`src/rtl/apb_mon_pkg.sv`:
```
// Shared types for the APB protocol monitor: FSM states, error codes, FIFO entry layout
// and the select-index helper.
package apb_mon_pkg;

   localparam int MON_ADDR_W = 32;

   typedef enum logic [1:0] {
      IDLE   = 2'd0,
      SETUP  = 2'd1,
      ACCESS = 2'd2
   } apb_state_e;

   typedef enum logic [3:0] {
      ERR_NONE         = 4'd0,
      ERR_MULTI_SEL    = 4'd1,
      ERR_EN_NO_SETUP  = 4'd2,
      ERR_EN_IN_SETUP  = 4'd3,
      ERR_UNSTABLE     = 4'd4,
      ERR_SEL_DROP     = 4'd5,
      ERR_STRB_ON_READ = 4'd6,
      ERR_TIMEOUT      = 4'd7
   } apb_err_e;

   typedef struct packed {
      apb_err_e              code;
      logic [3:0]            slave;
      logic [MON_ADDR_W-1:0] addr;
   } apb_err_entry_t;

   // Index of the lowest set select bit, 0 when nothing is selected.
   function automatic logic [3:0] first_sel(input logic [15:0] sel);
      logic [3:0] idx;
      idx = 4'd0;
      for (int i = 15; i >= 0; i--)
         if (sel[i]) idx = 4'(i);
      return idx;
   endfunction

endpackage

```
`src/rtl/apb_mon_err_fifo.sv`:
```
// Synchronous error-log FIFO with sticky overflow; a push while full succeeds only
// when a pop frees the head slot in the same cycle.
module apb_mon_err_fifo #(
   parameter int WIDTH     = 40,
   parameter int LOG_DEPTH = 4
) (
   input  logic             pclk,
   input  logic             preset,
   input  logic             push,
   input  logic             pop,
   input  logic [WIDTH-1:0] din,
   output logic [WIDTH-1:0] dout,
   output logic             empty,
   output logic             full,
   output logic             overflow
);

   localparam int AW = (LOG_DEPTH > 1) ? $clog2(LOG_DEPTH) : 1;

   logic [WIDTH-1:0] mem [LOG_DEPTH];
   logic [AW:0]      wr_ptr;
   logic [AW:0]      rd_ptr;
   logic             push_ok;
   logic             pop_ok;

   assign empty   = (wr_ptr == rd_ptr);
   assign full    = (wr_ptr[AW] != rd_ptr[AW]) && (wr_ptr[AW-1:0] == rd_ptr[AW-1:0]);
   assign pop_ok  = pop && !empty;
   assign push_ok = push && (!full || pop_ok);
   assign dout    = empty ? '0 : mem[rd_ptr[AW-1:0]];

   always_ff @(posedge pclk) begin
      if (preset) begin
         wr_ptr   <= '0;
         rd_ptr   <= '0;
         overflow <= 1'b0;
      end else begin
         if (push_ok) wr_ptr <= wr_ptr + (AW+1)'(1);
         if (pop_ok) rd_ptr <= rd_ptr + (AW+1)'(1);
         if (push && !push_ok) overflow <= 1'b1;
      end
   end

   always_ff @(posedge pclk) begin
      if (push_ok) mem[wr_ptr[AW-1:0]] <= din;
   end

endmodule

```
`src/rtl/apb_protocol_monitor.sv`:
```
// Passive APB protocol monitor: classifies each bus sample, flags violations into an
// error FIFO and counts completions. Optional wait timeout with APB_MON_TIMEOUT_EN.
module apb_protocol_monitor
   import apb_mon_pkg::*;
#(
   parameter int ADDR_WIDTH = 32,
   parameter int DATA_WIDTH = 32,
   parameter int SLAVE_NUM  = 8,
   parameter int TIMEOUT    = 16,
   parameter int LOG_DEPTH  = 4
) (
   input  logic                    pclk,
   input  logic                    preset,
   input  logic [ADDR_WIDTH-1:0]   paddr,
   input  logic [DATA_WIDTH-1:0]   pwdata,
   input  logic [DATA_WIDTH-1:0]   prdata,
   input  logic                    pwrite,
   input  logic                    penable,
   input  logic                    pready,
   input  logic                    pslverr,
   input  logic [DATA_WIDTH/8-1:0] pstrb,
   input  logic [2:0]              pprot,
   input  logic [SLAVE_NUM-1:0]    psel,
   input  logic                    log_pop,
   output logic                    err_valid,
   output logic [3:0]              log_code,
   output logic [3:0]              log_slave,
   output logic [ADDR_WIDTH-1:0]   log_addr,
   output logic                    log_empty,
   output logic                    log_full,
   output logic                    log_overflow,
   output logic [31:0]             xfer_cnt,
   output logic [15:0]             slverr_cnt,
   output logic                    busy
);

   function automatic logic [31:0] sat_inc32(input logic [31:0] v);
      return (v == '1) ? v : v + 32'd1;
   endfunction

   function automatic logic [15:0] sat_inc16(input logic [15:0] v);
      return (v == '1) ? v : v + 16'd1;
   endfunction

   apb_state_e               state;
   logic                     cmpl_q;
   logic                     vld_p1;
   logic [ADDR_WIDTH-1:0]    cap_addr;
   logic [DATA_WIDTH-1:0]    cap_wdata;
   logic [DATA_WIDTH/8-1:0]  cap_strb;
   logic [SLAVE_NUM-1:0]     cap_sel;
   logic [2:0]               cap_prot;
   logic                     cap_write;
   logic sel_none, sel_multi, free, in_access, start, complete, err_any;
   logic e_multi, e_en_no_setup, e_en_in_setup, e_unstable, e_sel_drop, e_strb, e_timeout;
   apb_err_e                 err_code;
   apb_err_entry_t           entry_in;
   apb_err_entry_t           head;
   logic                     unused_prdata;

   assign unused_prdata = ^prdata;

   // ACCESS with cmpl_q set means the previous sample completed: the bus may idle or start anew.
   assign sel_none  = (psel == '0);
   assign sel_multi = (psel & (psel - SLAVE_NUM'(1))) != '0;
   assign free      = (state == IDLE) || (state == ACCESS && cmpl_q);
   assign in_access = (state == SETUP) || (state == ACCESS && !cmpl_q);
   assign start     = free && !sel_none && !sel_multi && !(state == IDLE && penable);
   assign complete  = in_access && !sel_none && pready;

   assign e_multi       = sel_multi;
   assign e_en_no_setup = penable && ((state == IDLE) || (free && sel_none));
   assign e_en_in_setup = penable && start && (state == ACCESS);
   assign e_unstable    = in_access && !sel_none &&
                          ((paddr != cap_addr) || (pwrite != cap_write) || (psel != cap_sel) ||
                           (pprot != cap_prot) || (pstrb != cap_strb) ||
                           (cap_write && (pwdata != cap_wdata)));
   assign e_sel_drop    = in_access && sel_none;
   assign e_strb        = start && !pwrite && (pstrb != '0);

`ifdef APB_MON_TIMEOUT_EN
   logic [7:0] wait_cnt;
   logic [7:0] wait_base;
   logic [7:0] wait_nx;

   assign wait_base = (state == SETUP) ? 8'd0 : wait_cnt;
   assign wait_nx   = (in_access && !pready && wait_base != 8'hFF) ? wait_base + 8'd1 : wait_base;
   assign e_timeout = in_access && !pready && (wait_nx == 8'(TIMEOUT)) && (wait_base != 8'(TIMEOUT));

   always_ff @(posedge pclk) begin
      if (preset) wait_cnt <= '0;
      else        wait_cnt <= wait_nx;
   end
`else
   localparam int unused_timeout = TIMEOUT;
   assign e_timeout = 1'b0;
`endif

   // Lowest code wins: later assignments override earlier ones.
   always_comb begin
      err_code = ERR_NONE;
      if (e_timeout)     err_code = ERR_TIMEOUT;
      if (e_strb)        err_code = ERR_STRB_ON_READ;
      if (e_sel_drop)    err_code = ERR_SEL_DROP;
      if (e_unstable)    err_code = ERR_UNSTABLE;
      if (e_en_in_setup) err_code = ERR_EN_IN_SETUP;
      if (e_en_no_setup) err_code = ERR_EN_NO_SETUP;
      if (e_multi)       err_code = ERR_MULTI_SEL;
   end

   assign err_any = (err_code != ERR_NONE);

   always_comb begin
      entry_in.code  = err_code;
      entry_in.slave = first_sel(16'(psel));
      entry_in.addr  = MON_ADDR_W'(paddr);
   end

   // p0 -> p1: sample classification becomes state, counters and the error pulse.
   always_ff @(posedge pclk) begin
      if (preset) begin
         state      <= IDLE;
         cmpl_q     <= 1'b0;
         vld_p1     <= 1'b0;
         xfer_cnt   <= '0;
         slverr_cnt <= '0;
      end else begin
         vld_p1 <= err_any;
         cmpl_q <= complete;
         if (start)                      state <= SETUP;
         else if (in_access && !sel_none) state <= ACCESS;
         else                            state <= IDLE;
         if (complete) xfer_cnt <= sat_inc32(xfer_cnt);
         if (complete && pslverr) slverr_cnt <= sat_inc16(slverr_cnt);
      end
   end

   // Re-capturing after an UNSTABLE report keeps one change from being logged every cycle.
   always_ff @(posedge pclk) begin
      if (start || e_unstable) begin
         cap_addr  <= paddr;
         cap_write <= pwrite;
         cap_sel   <= psel;
         cap_prot  <= pprot;
         cap_strb  <= pstrb;
         if (pwrite) cap_wdata <= pwdata;
      end
   end

   apb_mon_err_fifo #(
      .WIDTH     ($bits(apb_err_entry_t)),
      .LOG_DEPTH (LOG_DEPTH)
   ) u_err_fifo (
      .pclk     (pclk),
      .preset   (preset),
      .push     (err_any),
      .pop      (log_pop),
      .din      (entry_in),
      .dout     (head),
      .empty    (log_empty),
      .full     (log_full),
      .overflow (log_overflow)
   );

   assign err_valid = vld_p1;
   assign log_code  = head.code;
   assign log_slave = head.slave;
   assign log_addr  = ADDR_WIDTH'(head.addr);
   assign busy      = (state != IDLE);

endmodule

```
`config.mk`:
```
export PLATFORM = sky130hd
export DESIGN_NAME = apb_protocol_monitor
export DESIGN_NICKNAME = d
export VERILOG_FILES = /design/src/rtl/apb_mon_pkg.sv /design/src/rtl/apb_mon_err_fifo.sv /design/src/rtl/apb_protocol_monitor.sv
export SDC_FILE = /design/constraint.sdc
export NUM_CORES = 1
export LEC_CHECK = 0
export CAP_MARGIN = 30
export CELL_PAD_IN_SITES_DETAIL_PLACEMENT = 1
export CELL_PAD_IN_SITES_GLOBAL_PLACEMENT = 2
export CORE_ASPECT_RATIO = 1.4
export CORE_MARGIN = 1
export CORE_UTILIZATION = 37
export DETAILED_ROUTE_END_ITERATION = 8
export PLACE_DENSITY = 0.8
export SLEW_MARGIN = 10
export SYNTH_ARGS = -nofsm -noshare
export SYNTH_HDL_FRONTEND = slang
export SYNTH_SLANG_ARGS = --single-unit
```
`constraint.sdc`:
```
create_clock -name pclk -period 8.43 [get_ports pclk]
set_input_delay 1.686 -clock pclk [delete_from_list [all_inputs] [get_ports pclk]]
set_output_delay 1.686 -clock pclk [all_outputs]
set_load 0.03 [all_outputs]
```
==> key figures, run 1 <==
Run status
  • Status: complete, no violations

Timing
  • Worst Skew: just over 0.01 ns
  • Max-slew violation count: 0
  • Min cycle time layout: just over 5 ns
  • Final setup fails: 0
  • Fin crit share: 59.7%
  • Final Hold Violating Endpoints: 0
  • FMAX: slightly below 0.2 GHz
  • Final setup TNS: 0 ns
  • Slew headroom: between 40 and 50%
  • RSZ-0062 raised after global routing: false
  • Tightest Pin Transition: 0.821 ns

Critical path
  • CP startpoint kind: input port
  • Worst EP arrival: roughly 5.3 ns
  • Worst R2R Setup Slack: around 5 ns
  • Crit Path Category: input port to flop
  • CP Cell Sequence: clkdlybuf4s50_1 > nor4_1 > nand2_1 > o21ai_0 > nand2_1 > a211o_1 > o211a_2 > nor2_1 > and2_2 > buf_16
  • Maximum fanout along the worst path: 25
  • Critical path's slowest cell: and2_2
  • Req. time, crit path: between 8 and 9 ns
  • Slowest cell delay on critical path: roughly 0.7 ns
  • Most common cell on crit path: nand2_1
  • R2R cell count: 9
  • R2r endpoint: u_err_fifo.mem[2][11]$_DFFE_PP_
  • Crit end category: flop
  • R2r startpoint: cap_sel[6]$_DFFE_PN_

Yosys
  • FF+latch count, synth: about 300
  • Post-synth EDFFs: about 230
  • Post-synthesis cell type count: between 50 and 60
  • Yosys top cell area share: between 50 and 60%
  • Mean Syn Cell Area: 15.1 µm²
  • Seq/Total Area, Yosys: between 60% and 70%
  • Syn Inst Count: roughly 800
  • Synth cell count leaders: edfxtp_1, xnor2_1, nor2_1
  • Async S/R FF share, synth: 0%
  • Top cells by area, synth: edfxtp_1, dfxtp_1, xnor2_1
  • Warnings, synthesis: 0
  • Area leader, netlist: edfxtp_1
  • Top FF cell, synth: edfxtp_1
  • Post-synthesis cell area: approximately 12000 µm²
  • Most common cell in the synthesized netlist: edfxtp_1

Finish
  • FF+latch area: 8190 µm²
  • Multi-input logic area: 3770 µm²
  • Layout area overhead: 28.4%
  • Fill cell count: 3163
  • Final instance area: around 16000 µm²
  • Fin cells: approximately 1500
  • Antenna diodes: 0
  • Layout Nets: approximately 1100
  • Ratio of cells with drive above 1 in the final layout: around 11%

Drt
  • Via count of the routed design: 7197
  • Vias per std cell: between 4 and 5
  • DR pass1 iterations: 4
  • Antenna-violating nets left: 0
  • Final wirelength: ~28 mm
  • Initial detailed-routing violation count: ~230
  • Drt wl/cell: between 15 and 20 µm
  • Post-route DRC violation count: 0

Global routing
  • GRT Util Overall: roughly 17%
  • First-pass GRT wire length: 43.7 mm
  • Congestion Overflow GR: 0
  • Pin count of the biggest net entering global routing: 61
  • Vias in the first global route: between 7000 and 8000
  • Initial antenna violation count: 3

Placed design
  • Final Wtd Congestion: 0.752
  • DP Cell Count: about 1400
  • Port bufs: roughly 180
  • Area after DPL: 14500 µm²
  • Post-DP HPWL: ~19 mm

Clock tree
  • Clk sinks: 293
  • Worst-path clk slew: roughly 0.060 ns
  • CTS Buffer Depth: 3
  • Postcts setup bufs: 0
  • Post-CTS sizing: 0
  • CTS tree: done
  • CTS Hold Buffers Added: 0
  • Cts bufs inserted: 28
  • CTS root buf: clkbuf_16
  • H-tree Lvls: 1
  • Worst skew pair latency: 0.56 ns

Floorplanning
  • Die H: ~220 µm
  • IO Count: between 200 and 250
  • Initial core utilization: a little under two fifths
  • FP Rows: 77
  • Die Wd: approximately 150 µm
  • Core area: approximately 32000 µm²
  • Die Area: 33400 µm²

Hold path
  • Hold path cells: 2
  • Worst Hold End: xfer_cnt[12]$_SDFFE_PP0P_
  • HP Start: xfer_cnt[12]$_SDFFE_PP0P_
  • Worst hold path type: flop to flop

Pwr
  • Leakage power figure: just under 5 nW
  • Cell area power density: roughly 250 nW/µm²
  • Peak supply drop: about 0.17 mV

Job
  • Number of max-cap violations: 0
-- logic make-up (layout without fill, tap and decap cells) --
logic type / after synthesis / in the layout / share of synthesized area [%]
xor gates and xnor gates: 125 / 125 / 9.06
AOI/OAI and AO/OA: 43 / 43 / 2.61
adders and majority gates: 8 / 8 / 0.808
muxes: 42 / 42 / 7.43
DFF: 293 / 293 / 67.8
other: 1 / 2 / 0.0310
buffers and inverters: 37 / 254 / 1.21
and+or+nand+nor: 253 / 253 / 11.1
-- flip-flops by register name, summed over array words and instances (netlist names), named ones only --
| name | cells |
|---|---|
| slverr_cnt | 16 |
| xfer_cnt | 32 |
| u_err_fifo.wr_ptr | 3 |
| cap_write | 1 |
| cap_addr | 32 |
| err_valid | 1 |
| cap_sel | 8 |
| cmpl_q | 1 |
| u_err_fifo.rd_ptr | 3 |
| u_err_fifo.overflow | 1 |
| u_err_fifo.mem | 152 |
| cap_strb | 4 |
| cap_prot | 3 |
| cap_wdata | 32 |
| state | 2 |
-- critical path, delay by kind of cell --
kind / cells / cell delay, ns
AND/OR/NAND/NOR: 5 / 1.91
AO/OA/AOI/OAI: 3 / 0.83
buffers and inverters: 2 / 0.84
-- area by class of cell --
class / count / area share (%)
Tap cell: 434 / 3.50
Multi-Input combinational cell: 473 / 24.3
Inverter: 13 / 0.315
Clock inverter: 20 / 1.71
Sequential cell: 293 / 52.8
Timing Repair Buffer: 189 / 12.6
Clock buffer: 32 / 4.75
-- how the worst max path moves through the flow --
stage,cells past startpoint,endpoint,start,slack (ns)
CTS,10,u_err_fifo.mem[0][2]$_DFFE_PP_,psel[7],3.34
floorplan,6,cap_wdata[0]$_DFFE_PP_,psel[4],1.75
global placement,9,u_err_fifo.mem[3][20]$_DFFE_PP_,psel[7],2.54
global route,10,u_err_fifo.mem[0][26]$_DFFE_PP_,psel[5],3.04
detailed placement,10,u_err_fifo.mem[0][9]$_DFFE_PP_,psel[7],2.75
finish,10,u_err_fifo.mem[2][11]$_DFFE_PP_,psel[7],3.39
-- power breakdown --
part | total (mW) | internal (mW) | switching [mW]
registers | 1.69 | 1.66 | 0.0329
logic | 0.862 | 0.386 | 0.476
clock network | 1.37 | 0.814 | 0.553
total | 3.92 | 2.86 | 1.06
-- layout by cell type (no fill, tap or decap), types with 4 or more instances in the layout --
master and count:
o21ai_0 12, nand3_1 23, bufinv_16 6, and3_1 10, or3_1 9, mux4_2 38
xnor2_1 103, buf_16 4, nand4_1 28, xor2_1 22, nor4_1 8, and4_1 5
clkbuf_16 29, clkdlybuf4s50_1 175, nand2_1 25, inv_1 13, nor2_1 73, buf_4 7
ha_1 7, nor3_1 15, clkinv_2 5, dfxtp_1 59, a21oi_1 10, nor2b_1 41
edfxtp_1 232
-- per-stage QoR --
| stage | hold WS (ns) | total power [mW] | utilization (%) | setup WS (ns) |
|---|---|---|---|---|
| after global placement | 0.492 | 2.57 | 45.0 | 2.54 |
| after global routing | 0.539 | 4.07 | 48.6 | 3.04 |
| after floorplan | 0.516 | 2.23 | - | 1.75 |
| final | 0.512 | 3.92 | 48.6 | 3.39 |
| after detailed placement | 0.509 | 2.60 | 45.5 | 2.75 |
| after CTS | 0.521 | 3.98 | 48.6 | 3.34 |
-- layer usage --
| metal | GRT usage [%] | vias to the layer above | wire length [µm] |
|---|---|---|---|
| met5 | 0 | - | 33 |
| met4 | 5.31 | 6 | 542 |
| met3 | 3.57 | 39 | 1500 |
| met2 | 32.4 | 152 | 15100 |
| met1 | 19.1 | 3617 | 10900 |
| li1 | - | 3383 | - |
Power figures use the tool's default switching activity.
==> run 2: changes to the inputs <==
--- a/config.mk
+++ b/config.mk
@@ -10,9 +10,9 @@
 export CELL_PAD_IN_SITES_GLOBAL_PLACEMENT = 2
 export CORE_ASPECT_RATIO = 1.4
 export CORE_MARGIN = 1
-export CORE_UTILIZATION = 37
+export CORE_UTILIZATION = 33
 export DETAILED_ROUTE_END_ITERATION = 8
-export PLACE_DENSITY = 0.8
+export PLACE_DENSITY = 0.76
 export SLEW_MARGIN = 10
 export SYNTH_ARGS = -nofsm -noshare
 export SYNTH_HDL_FRONTEND = slang
==> constraint.sdc (replaced) <==
create_clock -name pclk -period 4.3 [get_ports pclk]
set_input_delay 0.86 -clock pclk [delete_from_list [all_inputs] [get_ports pclk]]
set_output_delay 0.86 -clock pclk [all_outputs]
set_load 0.03 [all_outputs]
==> key figures, run 2 (synthesized netlist as in run 1, its figures left out) <==
Critical path
  • R2r startpoint: cap_sel[2]$_DFFE_PN_
  • Maximum fanout along the worst path: 38 (+52%)
  • Crit Path Category: input port to flop
  • Crit path from: psel[7]
  • Worst EP arrival: 3.91 ns (-1.39 ns)
  • Crit end category: flop
  • CP startpoint kind: input port
  • Req. time, crit path: 4.54 ns (-4.16 ns)

Job
  • Number of max-cap violations: 0 (unchanged)

Floorplanning
  • FP Rows: 82 (+6.5%)
  • Die Area: 37400 µm² (+12%)
  • Die H: 228 µm (+5.8%)
  • Die Wd: 164 µm (+5.8%)
  • IO Count: 211 (unchanged)
  • Core area: 35900 µm² (+13%)
  • Initial core utilization: 33.6% (-4.2 points)

Run status
  • Status: complete, no violations

Clock tree
  • CTS Hold Buffers Added: 0 (unchanged)
  • Postcts setup bufs: 0 (unchanged)
  • CTS tree: done
  • H-tree Lvls: 1 (unchanged)
  • Cts bufs inserted: 30 (+7.1%)
  • Post-CTS sizing: 0 (unchanged)
  • Worst-path clk slew: 0.06 ns (about the same)
  • CTS root buf: clkbuf_16
  • Worst skew pair latency: 0.56 ns (about the same)
  • Clk sinks: 293 (unchanged)
  • CTS Buffer Depth: 3 (unchanged)

Timing
  • Worst Skew: 0.0128 ns (+0.00256 ns)
  • Fin crit share: between 80% and 90%
  • RSZ-0062 raised after global routing: false
  • FMAX: roughly 0.27 GHz
  • Max-slew violation count: 0 (unchanged)
  • Final setup fails: 0 (unchanged)
  • Final setup TNS: 0 ns (unchanged)
  • Final setup margin: 0.624 ns (-2.77 ns)
  • Min cycle time layout: 3.68 ns
  • Final Hold Violating Endpoints: 0 (unchanged)
  • Tightest Pin Transition: 0.727 ns (-0.0939 ns)
  • Slew headroom: 51.5% (+6.3 points)

Hold path
  • HP Start: u_err_fifo.overflow$_SDFFE_PP0P_
  • Worst hold path type: flop to flop

Drt
  • Post-route DRC violation count: 0 (unchanged)
  • Drt wl/cell: 18.7 µm (-3.3%)
  • Antenna-violating nets left: 0 (unchanged)
  • Via count of the routed design: 7302 (+1.5%)
  • DR pass1 iterations: 4 (unchanged)
  • Vias per std cell: 4.85 (-2.1%)
  • Final wirelength: 28.2 mm (+0.23%)
  • Initial detailed-routing violation count: 228 (+0.88%)

Pwr
  • Internal: 5.57 mW (+95%)
  • Comb power frac: 22.1% (about the same)
  • Clock power share: 34.6% (-0.3 points)
  • Power Total: 7.65 mW (+95%)
  • Cell area power density: 487 nW/µm² (+93%)
  • Net Sw Power: 2.08 mW (+96%)
  • Sequential fraction of design power: 43.3% (about the same)
  • Leakage power figure: 5.06 nW (+2.3%)
  • Switching share of power: 27.2% (+0.16 points)
  • Peak supply drop: 0.311 mV (+78%)

Global routing
  • GRT Util Overall: 15.2% (-1.9 points)
  • Pin count of the biggest net entering global routing: 43 (-30%)
  • Vias in the first global route: 7799 (+0.30%)
  • Initial antenna violation count: 1 (-2)
  • First-pass GRT wire length: 43.7 mm (unchanged)
  • Congestion Overflow GR: 0 (unchanged)

Finish
  • Layout area overhead: 30.0%
  • FF+latch area: 8190 µm² (unchanged)
  • Max reg flops: 152 (unchanged)
  • Layout Nets: 1147 (+2.1%)
  • Layout Utilization: 43.7% (-4.9 points)
  • Fill cell count: 3626 (+15%)
  • Commonest non-fill, non-tap cell in the layout: edfxtp_1
  • Ratio of cells with drive above 1 in the final layout: 13.1% (+2.0 points)
  • Multi-input logic area: 3770 µm² (unchanged)
  • Fin cells: 1507 (+3.6%)
  • Most frequent cells in the layout: edfxtp_1, clkdlybuf4s50_1, xnor2_1
  • Antenna diodes: 0 (unchanged)

Placed design
  • Port bufs: 176 (unchanged)
  • Final Wtd Congestion: 0.742 (-1.3%)
  • Post-DP HPWL: 19.3 mm (+0.56%)
  • DP Cell Count: 1452 (+3.6%)
  • Pre-CTS WS: 0.0356 ns (-2.72 ns)
run 2: cell types whose count changed in the layout (fill, tap and decap cells not counted), sizes merged:
cell / before / now
buf: 14 / 36
bufinv: 6 / 4
clkinv: 10 / 14
clkinvlp: 3 / 2
inv: 14 / 16
run 2: worst max-delay path, cell delays in order:
cell	delay, ns
clkdlybuf4s50_1	0.58
or4_4	0.55
a2111oi_4	0.38
o31ai_2	0.14
nand3b_4	0.21
a211o_1	0.30
o211a_2	0.19
nor2_1	0.20
and2_2	0.20
buf_12	0.26
run 2: area by class of cell:
class	instances	area share (%)
flip-flops and latches	293	52.2
multi-input cells	473	24.0
repair buffers	211	13.4
clock buffers	32	4.96
well taps	462	3.68
clock inverters	23	1.43
inverters	13	0.311
run 2: path summary, 6_finish.rpt:
kind         cells past startpoint  slack [ns]                                to
max                             10        0.62   u_err_fifo.mem[0][16]$_DFFE_PP_
min                              1        0.51  u_err_fifo.overflow$_SDFFE_PP0P_
max reg2reg                     10        1.29   u_err_fifo.mem[1][14]$_DFFE_PP_
min reg2reg                      1        0.51  u_err_fifo.overflow$_SDFFE_PP0P_
run 2: routing by layer:
layer  vias to the layer above  track usage (%)  part of all wire [%]  wire length, µm
li1                       3428                -                     -                -
met1                      3683             17.7                    40            11300
met2                       146             28.7                    54            15200
met3                        43             2.38                   4.3             1220
met4                         2             3.73                   1.7              465
met5                         -                0                 0.046               13
run 2: through the flow:
step	instance area, µm²	hold slack (ns)
6_report	15700	0.506
5_1_grt	15700	0.559
4_1_cts	15700	0.515
3_5_place_dp	14700	0.485
3_3_place_gp	14700	0.473
2_1_floorplan	12100	0.516
run 2: power by group through the flow:
stage                     logic (mW)  clock network, mW  registers, mW
after floorplan                 1.01                  0           3.35
after global placement          1.71                  0           3.37
after detailed placement        1.73                  0           3.38
after CTS                       1.74               2.72           3.32
after global routing            1.81               2.81           3.33
final                           1.69               2.65           3.31
==> run 3: changes to the inputs <==
--- a/config.mk
+++ b/config.mk
@@ -10,9 +10,9 @@
 export CELL_PAD_IN_SITES_GLOBAL_PLACEMENT = 2
 export CORE_ASPECT_RATIO = 1.4
 export CORE_MARGIN = 1
-export CORE_UTILIZATION = 33
+export CORE_UTILIZATION = 40
 export DETAILED_ROUTE_END_ITERATION = 8
-export PLACE_DENSITY = 0.76
+export PLACE_DENSITY = 0.93
 export SLEW_MARGIN = 10
 export SYNTH_ARGS = -nofsm -noshare
 export SYNTH_HDL_FRONTEND = slang
==> constraint.sdc (replaced) <==
create_clock -name pclk -period 4.35 [get_ports pclk]
set_input_delay 0.87 -clock pclk [delete_from_list [all_inputs] [get_ports pclk]]
set_output_delay 0.87 -clock pclk [all_outputs]
set_load 0.03 [all_outputs]
==> key figures, run 3 (synthesized netlist as in run 1, its figures left out) <==
Critical path
  • Worst R2R Setup Slack: 1.17 ns (-0.12 ns)
  • Worst EP arrival: 4.10 ns (+0.19 ns)
  • Critical path's slowest cell: nor4_1
  • Crit Path Category: input port to flop
  • Maximum fanout along the worst path: 28 (-26%)
  • Most common cell on crit path: nand2_1
  • Req. time, crit path: 4.64 ns (+0.10 ns)
  • Slowest cell delay on critical path: 0.73 ns (+0.15 ns)
  • R2r startpoint: cap_addr[3]$_DFFE_PN_
  • CP Cell Sequence: clkdlybuf4s50_1 > nor4_1 > nand2_1 > nand2_1 > a31oi_1 > nor3_1 > o211a_2 > nor2_1 > and2_2 > buf_12
  • Crit end category: flop
  • R2r endpoint: u_err_fifo.mem[1][5]$_DFFE_PP_
  • CP startpoint kind: input port
  • R2R cell count: 9 (-1)

Timing
  • Final Hold Violating Endpoints: 0 (unchanged)
  • Tightest Pin Transition: 0.765 ns (+0.0376 ns)
  • Final setup margin: 0.531 ns (-0.0935 ns)
  • WHS: 0.510 ns (+0.00381 ns)
  • FMAX: ~0.26 GHz
  • Max-slew violation count: 0 (unchanged)
  • Final setup fails: 0 (unchanged)
  • RSZ-0062 raised after global routing: false
  • Fin crit share: roughly 90%
  • Final setup TNS: 0 ns (unchanged)
  • Min cycle time layout: 3.82 ns
  • Slew headroom: 48.5% (-3.0 points)
  • Worst Skew: 0.0338 ns (+0.0209 ns)

Placed design
  • Pre-CTS WS: 0.0340 ns (-0.00156 ns)
  • Final Wtd Congestion: 0.774 (+4.3%)
  • DP Cell Count: 1363 (-6.1%)
  • Area after DPL: 14500 µm² (-1.2%)
  • Post-DP HPWL: 20.9 mm (+8.3%)
  • Port bufs: 176 (unchanged)

Clock tree
  • CTS Hold Buffers Added: 0 (unchanged)
  • Cts bufs inserted: 29 (-3.3%)
  • Postcts setup bufs: 0 (unchanged)
  • CTS tree: done
  • Worst skew pair latency: 0.57 ns (about the same)
  • H-tree Lvls: 1 (unchanged)
  • Worst-path clk slew: 0.06 ns (about the same)
  • Clk sinks: 293 (unchanged)
  • Post-CTS sizing: 0 (unchanged)
  • CTS Buffer Depth: 3 (unchanged)
  • CTS root buf: clkbuf_16

Pwr
  • Internal: 5.32 mW (-4.4%)
  • Comb power frac: 22.7% (+0.6 points)
  • Power Total: 7.39 mW (-3.4%)
  • Clock power share: 32.8% (-1.8 points)
  • Cell area power density: 479 nW/µm² (-1.7%)
  • Net Sw Power: 2.06 mW (-0.85%)
  • Switching share of power: 28.0% (+0.73 points)
  • Leakage power figure: 4.95 nW (-2.0%)
  • Sequential fraction of design power: 44.5% (+1.2 points)
  • Peak supply drop: 0.268 mV (-14%)

Floorplanning
  • Initial core utilization: 41.0% (+7.4 points)
  • IO Count: 211 (unchanged)
  • Core area: 29400 µm² (-18%)
  • Die Area: 30900 µm² (-17%)
  • Die Wd: 149 µm (-9.1%)
  • Die H: 208 µm (-9.1%)
  • FP Rows: 74 (-9.8%)

Finish
  • Fin cells: 1418 (-5.9%)
  • Layout area overhead: 27.7%
  • Most frequent cells in the layout: edfxtp_1, clkdlybuf4s50_1, xnor2_1
  • Layout Utilization: 52.4% (+8.7 points)
  • Final instance area: 15400 µm² (-1.7%)
  • Max reg flops: 152 (unchanged)
  • Commonest non-fill, non-tap cell in the layout: edfxtp_1
  • Ratio of cells with drive above 1 in the final layout: 12.0% (-1.2 points)
  • Layout Nets: 1139 (-0.70%)

Drt
  • Post-route DRC violation count: 0 (unchanged)
  • Initial detailed-routing violation count: 278 (+22%)
  • Vias per std cell: 5.23 (+7.9%)
  • Antenna-violating nets left: 0 (unchanged)
  • Via count of the routed design: 7412 (+1.5%)
  • DR pass1 iterations: 5 (+1)
  • Drt wl/cell: 21.2 µm (+14%)
  • Final wirelength: 30.1 mm (+6.9%)

Global routing
  • Congestion Overflow GR: 0 (unchanged)
  • First-pass GRT wire length: 46.2 mm (+5.6%)
  • Pin count of the biggest net entering global routing: 49 (+14%)
  • Initial antenna violation count: 1 (unchanged)
  • GRT Util Overall: 19.8% (+4.5 points)
  • Vias in the first global route: 8073 (+3.5%)

Hold path
  • Worst hold path type: flop to flop
  • HP Start: xfer_cnt[12]$_SDFFE_PP0P_
  • Worst Hold End: xfer_cnt[12]$_SDFFE_PP0P_
  • Hold path cells: 2 (+1)

Run status
  • Status: complete, no violations

Job
  • Number of max-cap violations: 0 (unchanged)
run 3: area by class of cell:
type / count / area [µm²]
Fill cell: 2913 / 14000
Sequential cell: 293 / 8190
Multi-Input combinational cell: 473 / 3770
Timing Repair Buffer: 204 / 2030
Clock buffer: 36 / 752
Tap cell: 380 / 475
Clock inverter: 18 / 156
Inverter: 13 / 48.8
Antenna cell: 1 / 2.50
run 3: how the worst max path moves through the flow:
| stage | from | endpoint | cells past startpoint |
|---|---|---|---|
| after floorplan | psel[4] | cap_wdata[0]$_DFFE_PP_ | 6 |
| after global placement | psel[4] | u_err_fifo.mem[2][13]$_DFFE_PP_ | 10 |
| after detailed placement | psel[1] | u_err_fifo.mem[0][11]$_DFFE_PP_ | 10 |
| after CTS | flop | log_addr[10] | 4 |
| after global routing | psel[1] | u_err_fifo.mem[0][27]$_DFFE_PP_ | 10 |
| final | psel[1] | u_err_fifo.mem[1][5]$_DFFE_PP_ | 10 |
run 3: per-layer routing:
layer	vias up	part of all wire [%]	track usage (%)
met5	-	0	0
met4	0	2.4	6.62
met3	46	4.3	2.92
met2	195	57	38.4
met1	3761	37	21.4
li1	3410	-	-
run 3: power by group through the flow:
stage	sequential, mW	clock (mW)	combinational (mW)
2_1_floorplan	3.31	0	1.00
3_3_place_gp	3.32	0	1.66
3_5_place_dp	3.34	0	1.71
4_1_cts	3.29	2.48	1.72
5_1_grt	3.30	2.56	1.79
6_report	3.28	2.42	1.68
run 3: critical path, delay by kind of cell:
kind	cells	cell delay (ns)
and+or+nand+nor	6	2.08
AOI/OAI and AO/OA	2	0.41
buffers and inverters	2	0.71
